[src/rtl/ws2811_pkg.sv]
// Shared types and defaults for the WS2811 single-pixel receiver.
// Holds the FSM state encoding and width helpers used by ws2811_decoder.
package ws2811_pkg;

    localparam int PIXEL_BITS_DEF = 24;
    localparam int RESET_CLKS_DEF = 2500;

    typedef enum logic [1:0] {
        ST_SYNC = 2'd0,
        ST_IDLE = 2'd1,
        ST_HIGH = 2'd2,
        ST_PASS = 2'd3
    } state_e;

    // The width counter must be able to hold RESET_CLKS itself, where it saturates.
    function automatic int cnt_width(input int reset_clks);
        return $clog2(reset_clks + 1);
    endfunction

endpackage

[src/rtl/ws2811_sync.sv]
// Two-flop synchronizer for the serial line plus rise/fall strobes of the synchronized value.
// Latency: 2 clk to s_o, strobes valid in the cycle s_o changes; no backpressure.
module ws2811_sync (
    input  logic clk_i,
    input  logic rst_n_i,
    input  logic data_i,
    output logic s_o,
    output logic rise_o,
    output logic fall_o
);

    logic meta_q;
    logic sync_q;
    logic prev_q;

    always_ff @(posedge clk_i or negedge rst_n_i) begin
        if (!rst_n_i) begin
            meta_q <= 1'b0;
            sync_q <= 1'b0;
            prev_q <= 1'b0;
        end else begin
            meta_q <= data_i;
            sync_q <= meta_q;
            prev_q <= sync_q;
        end
    end

    assign s_o    = sync_q;
    assign rise_o = sync_q & ~prev_q;
    assign fall_o = ~sync_q & prev_q;

endmodule

[src/rtl/ws2811_decoder.sv]
// One WS2811 pixel: decodes the first PIXEL_BITS after a latch gap, 4 clk from last falling edge to strobe.
// No backpressure; define WS2811_DECODER_FORWARD_EN to forward later bits on dataOUT (3 clk delay).
module ws2811_decoder
    import ws2811_pkg::*;
#(
    parameter int CLK_HZ         = 50_000_000,
    parameter int THRESHOLD_CLKS = 21,
    parameter int MAX_HIGH_CLKS  = 75,
    parameter int RESET_CLKS     = RESET_CLKS_DEF,
    parameter int PIXEL_BITS     = PIXEL_BITS_DEF
) (
    input  logic                  clkIN,
    input  logic                  nResetIN,
    input  logic                  dataIN,
    output logic [PIXEL_BITS-1:0] pixelOUT,
    output logic                  pixelValidOUT,
    output logic                  frameResetOUT,
    output logic                  bitErrorOUT,
    output logic                  dataOUT
);

    localparam int CW = cnt_width(RESET_CLKS);
    localparam int BW = $clog2(PIXEL_BITS + 1);

    localparam logic [CW-1:0] RESET_C = CW'(RESET_CLKS);
    localparam logic [CW-1:0] MAX_C   = CW'(MAX_HIGH_CLKS);
    localparam logic [CW-1:0] THR_C   = CW'(THRESHOLD_CLKS);
    localparam logic [BW-1:0] LAST_B  = BW'(PIXEL_BITS - 1);

    if (CLK_HZ <= 0 || THRESHOLD_CLKS > MAX_HIGH_CLKS || MAX_HIGH_CLKS >= RESET_CLKS) begin : g_param_check
        $error("ws2811_decoder: inconsistent timing parameters");
    end

    logic s;
    logic rise;
    logic fall;

    ws2811_sync u_sync (
        .clk_i   (clkIN),
        .rst_n_i (nResetIN),
        .data_i  (dataIN),
        .s_o     (s),
        .rise_o  (rise),
        .fall_o  (fall)
    );

    state_e                state_q, state_d;
    logic [CW-1:0]         cnt_q, cnt_d;
    logic [BW-1:0]         bits_q, bits_d;
    logic [PIXEL_BITS-1:0] shift_q, shift_d;
    logic [PIXEL_BITS-1:0] pixel_q, pixel_d;
    logic                  done_q, done_d;
    logic                  valid_q;
    logic                  frame_q, frame_d;
    logic                  err_q, err_d;

    logic latch_hit;
    logic too_long;
    logic bit_val;

    // cnt_q equals the number of cycles s has held its current level, so on a
    // fall strobe it is exactly the high width just ended.
    always_comb begin
        if (rise || fall) begin
            cnt_d = CW'(1);
        end else if (cnt_q == RESET_C) begin
            cnt_d = cnt_q;
        end else begin
            cnt_d = cnt_q + CW'(1);
        end
    end

    assign latch_hit = ~s & (cnt_d == RESET_C) & (cnt_q != RESET_C);
    assign too_long  = s & (cnt_d > MAX_C);
    assign bit_val   = (cnt_q >= THR_C);

    always_comb begin
        state_d = state_q;
        bits_d  = bits_q;
        shift_d = shift_q;
        done_d  = 1'b0;
        frame_d = 1'b0;
        err_d   = 1'b0;
        pixel_d = done_q ? shift_q : pixel_q;

        case (state_q)
            ST_SYNC, ST_IDLE, ST_PASS: begin
                if (latch_hit) begin
                    frame_d = 1'b1;
                    bits_d  = '0;
                    shift_d = '0;
                    state_d = ST_IDLE;
                end else if (state_q == ST_IDLE && rise) begin
                    state_d = ST_HIGH;
                end
            end
            ST_HIGH: begin
                if (too_long) begin
                    err_d   = 1'b1;
                    bits_d  = '0;
                    shift_d = '0;
                    state_d = ST_SYNC;
                end else if (fall) begin
                    shift_d = {shift_q[PIXEL_BITS-2:0], bit_val};
                    bits_d  = bits_q + BW'(1);
                    if (bits_q == LAST_B) begin
                        done_d  = 1'b1;
                        state_d = ST_PASS;
                    end else begin
                        state_d = ST_IDLE;
                    end
                end
            end
            default: state_d = ST_SYNC;
        endcase
    end

    always_ff @(posedge clkIN or negedge nResetIN) begin
        if (!nResetIN) begin
            state_q <= ST_SYNC;
            cnt_q   <= '0;
            bits_q  <= '0;
            shift_q <= '0;
            pixel_q <= '0;
            done_q  <= 1'b0;
            valid_q <= 1'b0;
            frame_q <= 1'b0;
            err_q   <= 1'b0;
        end else begin
            state_q <= state_d;
            cnt_q   <= cnt_d;
            bits_q  <= bits_d;
            shift_q <= shift_d;
            pixel_q <= pixel_d;
            done_q  <= done_d;
            valid_q <= done_q;
            frame_q <= frame_d;
            err_q   <= err_d;
        end
    end

    assign pixelOUT      = pixel_q;
    assign pixelValidOUT = valid_q;
    assign frameResetOUT = frame_q;
    assign bitErrorOUT   = err_q;

`ifdef WS2811_DECODER_FORWARD_EN
    logic fwd_q;

    always_ff @(posedge clkIN or negedge nResetIN) begin
        if (!nResetIN) begin
            fwd_q <= 1'b0;
        end else begin
            fwd_q <= (state_q == ST_PASS) & s;
        end
    end

    assign dataOUT = fwd_q;
`else
    assign dataOUT = 1'b0;
`endif

endmodule

[config.mk]
export PLATFORM = sky130hd
export DESIGN_NAME = ws2811_decoder
export DESIGN_NICKNAME = d
export VERILOG_FILES = /design/src/rtl/ws2811_pkg.sv /design/src/rtl/ws2811_sync.sv /design/src/rtl/ws2811_decoder.sv
export SDC_FILE = /design/constraint.sdc
export NUM_CORES = 1
export LEC_CHECK = 0
export BUFFER_PORTS_ARGS = -buffer_cell sky130_fd_sc_hd__buf_2
export CAP_MARGIN = 20
export CORE_MARGIN = 1
export CORE_UTILIZATION = 40
export DETAILED_ROUTE_END_ITERATION = 8
export GPL_TIMING_DRIVEN = 1
export HOLD_SLACK_MARGIN = 0.1
export PLACE_DENSITY_LB_ADDON = 0.15
export SKIP_CTS_REPAIR_TIMING = 1
export SYNTH_ARGS = -nofsm -noshare
export SYNTH_HDL_FRONTEND = slang
export SYNTH_SLANG_ARGS = --single-unit
[constraint.sdc]
create_clock -name clkIN -period 3.7 [get_ports clkIN]
set_clock_uncertainty 0.05 [all_clocks]
set_input_delay 0.37 -clock clkIN [delete_from_list [all_inputs] [get_ports clkIN]]
set_output_delay 0.37 -clock clkIN [all_outputs]
set_load 0.03 [all_outputs]
==> impl_metrics.json, run 1 <==
{
  "tightest_slew_ns": 0.9709,
  "layout_commonest_cell": "dfrtp_1",
  "layout_common_cells": "74 x dfrtp_1, 32 x nand2_1, 31 x nor3_1",
  "setup_viol": 0,
  "vias": 2401,
  "multi_input_area_um2": 1488,
  "grt_pass1_wl_um": 11010,
  "p_comb_frac": 0.048,
  "total_power_mw": 1.559,
  "period_needed_ns": 3.055,
  "fmax_ghz": 0.3273,
  "cts_buffers": 9,
  "n_antenna_cell": 0,
  "dpl_cell_area_um2": 3685,
  "yosysUniqueCellTypes": 52,
  "placement.io_buffers": 29,
  "pin_count": 31,
  "drv_slew": 0,
  "crit_fanout": 27,
  "dieArea_um2": 9179,
  "syn_avg_cell_area_um2": 11.03,
  "postLayoutCoreUtil": 0.4660,
  "maxCapViolCount": 0,
  "clockBufferDepth": 2,
  "grt_overflow": 0,
  "coreArea_um2": 8382,
  "die_h_um": 95.81,
  "p_sw_frac": 0.2444,
  "startpoint": "cnt_q[0]$_DFF_PN0_",
  "remaining_drc_errors": 0,
  "cts_tree": "done",
  "fin_crit_sh": 0.8257,
  "regArea_um2": 1852,
  "cp.required_ns": 3.87,
  "drt-pass1-iter-count": 4,
  "clock_latency_ns": 0.35,
  "cp-start-kind": "flop",
  "grt_use_total": 0.1578,
  "ys_async_sr_fraction": 1.000,
  "syn-instance-count": 319,
  "drive_above_1_share": 0.2392,
  "setup_slack_ns": 0.6447,
  "finish.instance_area_um2": 3906,
  "syn_nets": 329,
  "drt-vias-per-instance": 5.312,
  "drt_iter0_markers": 118,
  "die_w_um": 95.81,
  "post-place-ws_ns": 0.2802,
  "cp-end-kind": "flop",
  "grt_max_degree": 75,
  "clk_pin_slew_ns": 0.08,
  "root_buffer": "clkbuf_8",
  "numClockSinks": 74,
  "rows": 33,
  "power_density_nw_per_um2": 399.0,
  "net-switching-power_mw": 0.3810,
  "power.internal_mw": 1.178,
  "setup-tns-final_ns": 0,
  "cp.arrival_ns": 3.23,
  "dp.cells": 435,
  "yosysWarnings": 0,
  "seqPwrFrac": 0.534,
  "ys_seq_area_frac": 0.5261,
  "grt_pass1_vias": 2224,
  "wire_per_inst_um": 14.22,
  "rsz0062_at_grt": "false",
  "p_leak_nw": 2.079,
  "fin_cells": 452,
  "gp_congestion": 0.8292,
  "holdWs_ns": 0.09826,
  "clockPowerShare": 0.418,
  "fin_nets": 352,
  "hp-class": "in -> async",
  "syn_area_um2": 3520,
  "outcome": "completed",
  "hpwl_um": 4064,
  "initial_utilization": 0.4199,
  "h-tree-depth": 3,
  "max-vdd-ir-drop_mv": 0.2524,
  "hold_viol_final": 0,
  "slew_headroom": 0.3528,
  "n_fill_cell": 778,
  "totalWireLength_um": 6426,
  "path_class": "reg -> reg",
  "antenna_found_initial": 0,
  "crit-reg2reg-launch": "cnt_q[0]$_DFF_PN0_",
  "ys_ff_latch": 74,
  "synth-edff-count": 0,
  "area_growth_pct": 10.98,
  "ant_nets": 0,
  "synth-main-ff-cell": "dfrtp_1"
}
==> sequential cells by signal, indices dropped and copies added (netlist names) <==
signal / flops
pixelValidOUT: 1
bitErrorOUT: 1
state_q: 2
u_sync.prev_q: 1
bits_q: 5
frameResetOUT: 1
done_q: 1
u_sync.meta_q: 1
u_sync.s_o: 1
shift_q: 24
pixelOUT: 24
cnt_q: 12
==> area by class of cell <==
class,count,share of cell area
Sequential cell,74,0.4741
Multi-Input combinational cell,213,0.3808
Timing Repair Buffer,34,0.04805
Clock buffer,10,0.03523
Tap cell,105,0.03363
Clock inverter,6,0.01858
Inverter,10,0.009609
==> power by group through the flow <==
stage	clock, mW	sequential [mW]	combinational (mW)
2_1_floorplan	0	0.841	0.0519
3_5_place_dp	0	0.848	0.0755
3_3_place_gp	0	0.847	0.0762
6_report	0.652	0.832	0.0752
5_1_grt	0.710	0.835	0.0904
4_1_cts	0.676	0.832	0.0758
==> cells in the mapped netlist (all sizes together) (2+ instances only) <==
library cell,count,area share
dfrtp,74,0.53
nand2,33,0.036
nor3,31,0.044
a21o,24,0.051
mux2,24,0.077
buf,13,0.031
nor2,11,0.012
inv,10,0.011
nand3,10,0.016
and2,9,0.017
clkbuf,9,0.0096
ha,7,0.025
o21ai,6,0.0085
nand4,5,0.017
xnor2,5,0.012
a21oi,4,0.0057
nand2b,4,0.0071
nor2b,4,0.0071
a221o,3,0.0085
nor4,3,0.0053
or3,3,0.0053
xor2,3,0.0075
a21boi,2,0.0053
a2bb2oi,2,0.0050
mux2i,2,0.0057
o21a,2,0.0043
==> worst max-delay path: stages, from the launching register on <==
cell and delay [ns]:
dfrtp_1 0.46, ha_1 0.30, nand4_2 0.24, or3_1 0.42, a21boi_2 0.22, or3_1 0.14
a211o_1 0.10, and2_2 0.50, nor2_1 0.16, a221o_1 0.34
==> routing by layer <==
layer	vias to the layer above	wire (µm)	global-route usage	share of wire
met5	-	0	0	0
met4	0	66	0.05473	0.010
met2	47	2747	0.2292	0.43
met3	4	221	0.04739	0.034
li1	1162	-	-	-
met1	1188	3391	0.2229	0.53
==> cell families (layout without fill, tap and decap cells) <==
family,after synthesis,after routing,share of synthesized area
simple gates,119,119,0.1806
flops,74,74,0.5261
compound gates,52,52,0.1134
buf+inv,32,60,0.05155
mux,26,26,0.08247
xor+xnor,8,8,0.01991
fa+ha+maj,7,7,0.02488
other cells,1,1,0.001065
==> final timing paths <==
path / slack (ns) / end / depth (start not counted)
max: 0.64 / bits_q[2]$_DFFE_PN0P_ / 9
min: 0.1 / pixelValidOUT$_DFF_PN0_ / 1
max reg2reg: 0.64 / bits_q[2]$_DFFE_PN0P_ / 9
min reg2reg: 0.31 / u_sync.s_o$_DFF_PN0_ / 0
max in group asynchronous: 2.86 / bits_q[1]$_DFFE_PN0P_ / 1
min in group clkIN: 0.31 / u_sync.s_o$_DFF_PN0_ / 0
Note: power is estimated with default switching activity, not from simulation.
==> run 2, diff against run 1 <==
Clock period 3.7 ns to 2.8 ns, I/O delays scaled along.
==> run 2 against run 1 <==
Die area unchanged. Register-to-register slack got worse by 0.52 ns. Global-route usage increased by 0.65 points. Clock-buffer cell count decreased by 1. Routed wire length up 5.4%. Hold slack better by 0.20 ns. Core utilization increased by 1.9 points. Largest power group unchanged. Highest routed layer unchanged.
==> impl_metrics.json, run 2 (same netlist as run 1, synthesis figures left out) <==
{
  "outcome": "completed",
  "initial_utilization": 0.4199,
  "drive_above_1_share": 0.2762,
  "setup_slack_ns": 0.1294,
  "power_density_nw_per_um2": 522.7,
  "vias": 2423,
  "hold_viol_final": 0,
  "grt_pass1_vias": 2302,
  "fmax_ghz": 0.3744,
  "coreArea_um2": 8382,
  "dpl_cell_area_um2": 3802,
  "crit_chain": "inv_1 -> ha_1 -> a21boi_2 -> or3_1 -> a211o_1 -> and2_1 -> buf_12 -> o41ai_2",
  "n_antenna_cell": 0,
  "maxCapViolCount": 0,
  "dp.cells": 449,
  "wire_per_inst_um": 14.50,
  "dieArea_um2": 9179,
  "clk_pin_slew_ns": 0.08,
  "cpMaxStageDelayCell": "ha_1",
  "grt_overflow": 0,
  "antenna_found_initial": 0,
  "root_buffer": "clkbuf_8",
  "total_power_mw": 2.126,
  "tightest_slew_ns": 0.9278,
  "remaining_drc_errors": 0,
  "period_needed_ns": 2.671,
  "drt-vias-per-instance": 5.188,
  "setup_viol": 0,
  "p_leak_nw": 2.166,
  "h-tree-depth": 3,
  "die_h_um": 95.81,
  "drt-pass1-iter-count": 4,
  "n_fill_cell": 759,
  "hpwl_um": 4456,
  "cp-end-kind": "flop",
  "grt_use_met1": 0.2377,
  "holdWs_ns": 0.3007,
  "hp-class": "reg -> reg",
  "fin_crit_sh": 0.9538,
  "met2_usage": 0.2411,
  "grt_max_degree": 75,
  "slowest_delay_ns": 0.46,
  "pin_count": 31,
  "finish.instance_area_um2": 4068,
  "ant_nets": 0,
  "gp_congestion": 0.8367,
  "use_met3": 0.04028,
  "fin_cells": 467,
  "grt_use_total": 0.1644,
  "postLayoutCoreUtil": 0.4853,
  "crit_fanout": 25,
  "cp.required_ns": 2.99,
  "clock_latency_ns": 0.34,
  "setup-tns-final_ns": 0,
  "cp.arrival_ns": 2.86,
  "fin_nets": 368,
  "cts_buffers": 9,
  "busiest_layer": "met2",
  "post-place-ws_ns": 0.07341,
  "cp-start-kind": "flop",
  "placement.io_buffers": 29,
  "max-vdd-ir-drop_mv": 0.2775,
  "rows": 33,
  "rsz0062_at_grt": "false",
  "cts_tree": "done",
  "totalWireLength_um": 6771,
  "clockBufferDepth": 2,
  "path_class": "reg -> reg",
  "numClockSinks": 74,
  "layout_commonest_cell": "dfrtp_1",
  "die_w_um": 95.81,
  "grt_pass1_wl_um": 11450,
  "drt_iter0_markers": 139,
  "slew_headroom": 0.3814,
  "area_growth_pct": 15.57,
  "layout_common_cells": "73 x dfrtp_1, 32 x nand2_1, 29 x nor3_1",
  "drv_slew": 0
}
run 2: cell type report:
| cell class | instances | area [µm²] | share of cell area |
|---|---|---|---|
| Sequential cell | 74 | 1853 | 0.4556 |
| Multi-Input combinational cell | 213 | 1505 | 0.3700 |
| Timing Repair Buffer | 50 | 326.6 | 0.08028 |
| Tap cell | 105 | 131.4 | 0.03230 |
| Clock buffer | 9 | 123.9 | 0.03045 |
| Clock inverter | 6 | 90.09 | 0.02215 |
| Inverter | 10 | 37.54 | 0.009228 |
run 2: power breakdown:
part	internal, mW	leakage, nW	switching (mW)
sequential	1.08	1.02	0.0188
combinational	0.0509	1.04	0.0754
clock	0.500	0.106	0.401
total	1.63	2.17	0.495
run 2: path summary, 6_finish.rpt:
kind | cells after the start | startpoint | slack [ns] | end
worst min register to register | 0 | u_sync.meta_q$_DFF_PN0_ | 0.30 | u_sync.s_o$_DFF_PN0_
worst max-delay path | 8 | u_sync.s_o$_DFF_PN0_ | 0.13 | shift_q[0]$_DFFE_PN0P_
max in group asynchronous | 2 | nResetIN | 1.47 | cnt_q[2]$_DFF_PN0_
worst max register to register | 8 | u_sync.s_o$_DFF_PN0_ | 0.13 | shift_q[0]$_DFFE_PN0P_
min in group asynchronous | 2 | nResetIN | 0.56 | cnt_q[5]$_DFF_PN0_
worst min-delay path | 0 | u_sync.meta_q$_DFF_PN0_ | 0.30 | u_sync.s_o$_DFF_PN0_
run 2: worst max-delay path, delay by kind of cell, from the launching register on:
| family | cells | cell delay (ns) |
|---|---|---|
| buf+inv | 2 | 0.27 |
| compound gates | 3 | 0.81 |
| simple gates | 2 | 0.59 |
| fa+ha+maj | 1 | 0.46 |
| flops | 1 | 0.39 |
run 2: metal layers:
| layer | wire [µm] | part of all wire |
|---|---|---|
| met5 | 0 | 0 |
| met1 | 3530 | 0.52 |
| met3 | 176 | 0.026 |
| met4 | 69 | 0.010 |
| met2 | 2994 | 0.44 |
==> run 3, diff against run 2 <==
Settings changed: CORE_MARGIN 1 to 2, CORE_UTILIZATION 40 to 30.
==> run 3 against run 2 <==
Via count increased by 0.58%. First-iteration DRC count decreased by 17%. Routed wire length increased by 5.2%. Sequential cell count unchanged. Cell count increased by 7.5%. Setup slack improved by 0.024 ns. Critical endpoint unchanged. Non-clock buffer count decreased by 4. Power increased by 14%. Hold slack got worse by 0.26 ns.
==> impl_metrics.json, run 3 (same netlist as run 1, synthesis figures left out) <==
{
  "vias": 2437,
  "path_class": "reg -> reg",
  "initial_utilization": 0.3082,
  "clk_pin_slew_ns": 0.06,
  "cts_tree": "done",
  "clock_latency_ns": 0.34,
  "remaining_drc_errors": 0,
  "finish.instance_area_um2": 4193,
  "power_density_nw_per_um2": 578.1,
  "crit-reg2reg-launch": "cnt_q[1]$_DFF_PN0_",
  "layout_commonest_cell": "dfrtp_1",
  "cp.arrival_ns": 2.84,
  "cp-start-kind": "flop",
  "cts_buffers": 9,
  "hp-class": "in -> async",
  "met2_usage": 0.1775,
  "setup_viol": 0,
  "dp.cells": 483,
  "setup-tns-final_ns": 0,
  "rr_endpoint": "shift_q[0]$_DFFE_PN0P_",
  "fin_nets": 364,
  "busiest_layer": "met2",
  "p_leak_nw": 2.189,
  "r2r_cells": 10,
  "drt-vias-per-instance": 4.855,
  "grt_overflow": 0,
  "antenna_found_initial": 0,
  "ant_nets": 0,
  "dieArea_um2": 12610,
  "fin_cells": 502,
  "drt_iter0_markers": 115,
  "totalWireLength_um": 7123,
  "rows": 39,
  "grt_use_total": 0.1212,
  "h-tree-depth": 3,
  "period_needed_ns": 2.647,
  "drv_slew": 0,
  "cp-end-kind": "flop",
  "layout_common_cells": "72 x dfrtp_1, 32 x nand2_1, 31 x nor3_1",
  "root_buffer": "clkbuf_16",
  "rsz0062_at_grt": "false",
  "drt-pass1-iter-count": 4,
  "gp_congestion": 0.7451,
  "crit_end": "shift_q[0]$_DFFE_PN0P_",
  "hpwl_um": 4468,
  "grt_use_met1": 0.1707,
  "pin_count": 31,
  "die_h_um": 112.3,
  "use_met3": 0.03240,
  "outcome": "completed",
  "drive_above_1_share": 0.2786,
  "tightest_slew_ns": 0.9597,
  "cp.required_ns": 2.99,
  "clockBufferDepth": 2,
  "regArea_um2": 1854,
  "die_w_um": 112.3,
  "grt_pass1_vias": 2390,
  "r2r_setup_slack_ns": 0.15,
  "grt_pass1_wl_um": 12190,
  "numClockSinks": 74,
  "crit_fanout": 25,
  "hold_viol_final": 0,
  "maxCapViolCount": 0,
  "grt_max_degree": 75,
  "placement.io_buffers": 29,
  "multi_input_area_um2": 1511,
  "wire_per_inst_um": 14.19,
  "coreArea_um2": 11420,
  "startpoint": "cnt_q[1]$_DFF_PN0_",
  "postLayoutCoreUtil": 0.3672,
  "fin_crit_sh": 0.9452,
  "max-vdd-ir-drop_mv": 0.2630,
  "dpl_cell_area_um2": 3832,
  "n_antenna_cell": 0,
  "area_growth_pct": 19.13,
  "slew_headroom": 0.3602,
  "fmax_ghz": 0.3779,
  "n_fill_cell": 1157
}
[run 3: cell types whose count changed in the layout (fill, tap and decap cells not counted), sizes merged]
cell / previous run / this run
clkinv: 2 / 0
bufinv: 2 / 1
inv: 11 / 14
clkinvlp: 1 / 2
dlygate4sd3: 2 / 1
buf: 48 / 45
[run 3: critical path, cell delays in order (launching register included)]
cell	delay, ns
dfrtp_2	0.43
inv_2	0.08
ha_1	0.14
and4b_1	0.23
nand4_4	0.14
a41o_1	0.26
a22o_1	0.22
a211o_1	0.31
and2_1	0.22
buf_12	0.18
o41ai_2	0.29
[run 3: per-layer routing]
metal  part of all wire  vias up  wire length (µm)
li1                   -     1190                 -
met1               0.51     1209              3631
met2               0.44       28              3149
met3              0.030       10               213
met4              0.018        0               129
met5                  0        -                 0
[run 3: through the flow]
stage	worst slack, ns	total power, mW	hold WS, ns
finish	0.1535	2.424	0.04189
global route	0.002260	2.538	0.1404
CTS	0.01842	2.451	-0.01676
detailed placement	0.03674	1.232	0.2881
global placement	0.04464	1.232	0.2845
floorplan	0.09324	1.180	-0.06559
[run 3: final cells by class]
cell class	instances	share of cell area
flip-flops and latches	74	0.4423
multi-input cells	213	0.3605
repair buffers	46	0.07222
clock buffers	9	0.05372
well taps	143	0.04267
clock inverters	7	0.01970
inverters	10	0.008953
[run 3: where the power goes]
| part | switching [mW] | internal, mW |
|---|---|---|
| clock | 0.489 | 0.705 |
| sequential | 0.0152 | 1.08 |
| combinational | 0.0826 | 0.0500 |
| total | 0.587 | 1.84 |
[run 3: how the worst min path moves through the flow]
stage	from	endpoint	slack, ns	depth (start not counted)
2_1_floorplan	nResetIN	bitErrorOUT$_DFF_PN0_	-0.07	0
3_3_place_gp	u_sync.meta_q$_DFF_PN0_	u_sync.s_o$_DFF_PN0_	0.28	0
3_5_place_dp	u_sync.meta_q$_DFF_PN0_	u_sync.s_o$_DFF_PN0_	0.29	0
4_1_cts	dataIN	u_sync.meta_q$_DFF_PN0_	-0.02	1
5_1_grt	nResetIN	frameResetOUT$_DFF_PN0_	0.14	1
6_report	nResetIN	frameResetOUT$_DFF_PN0_	0.04	1
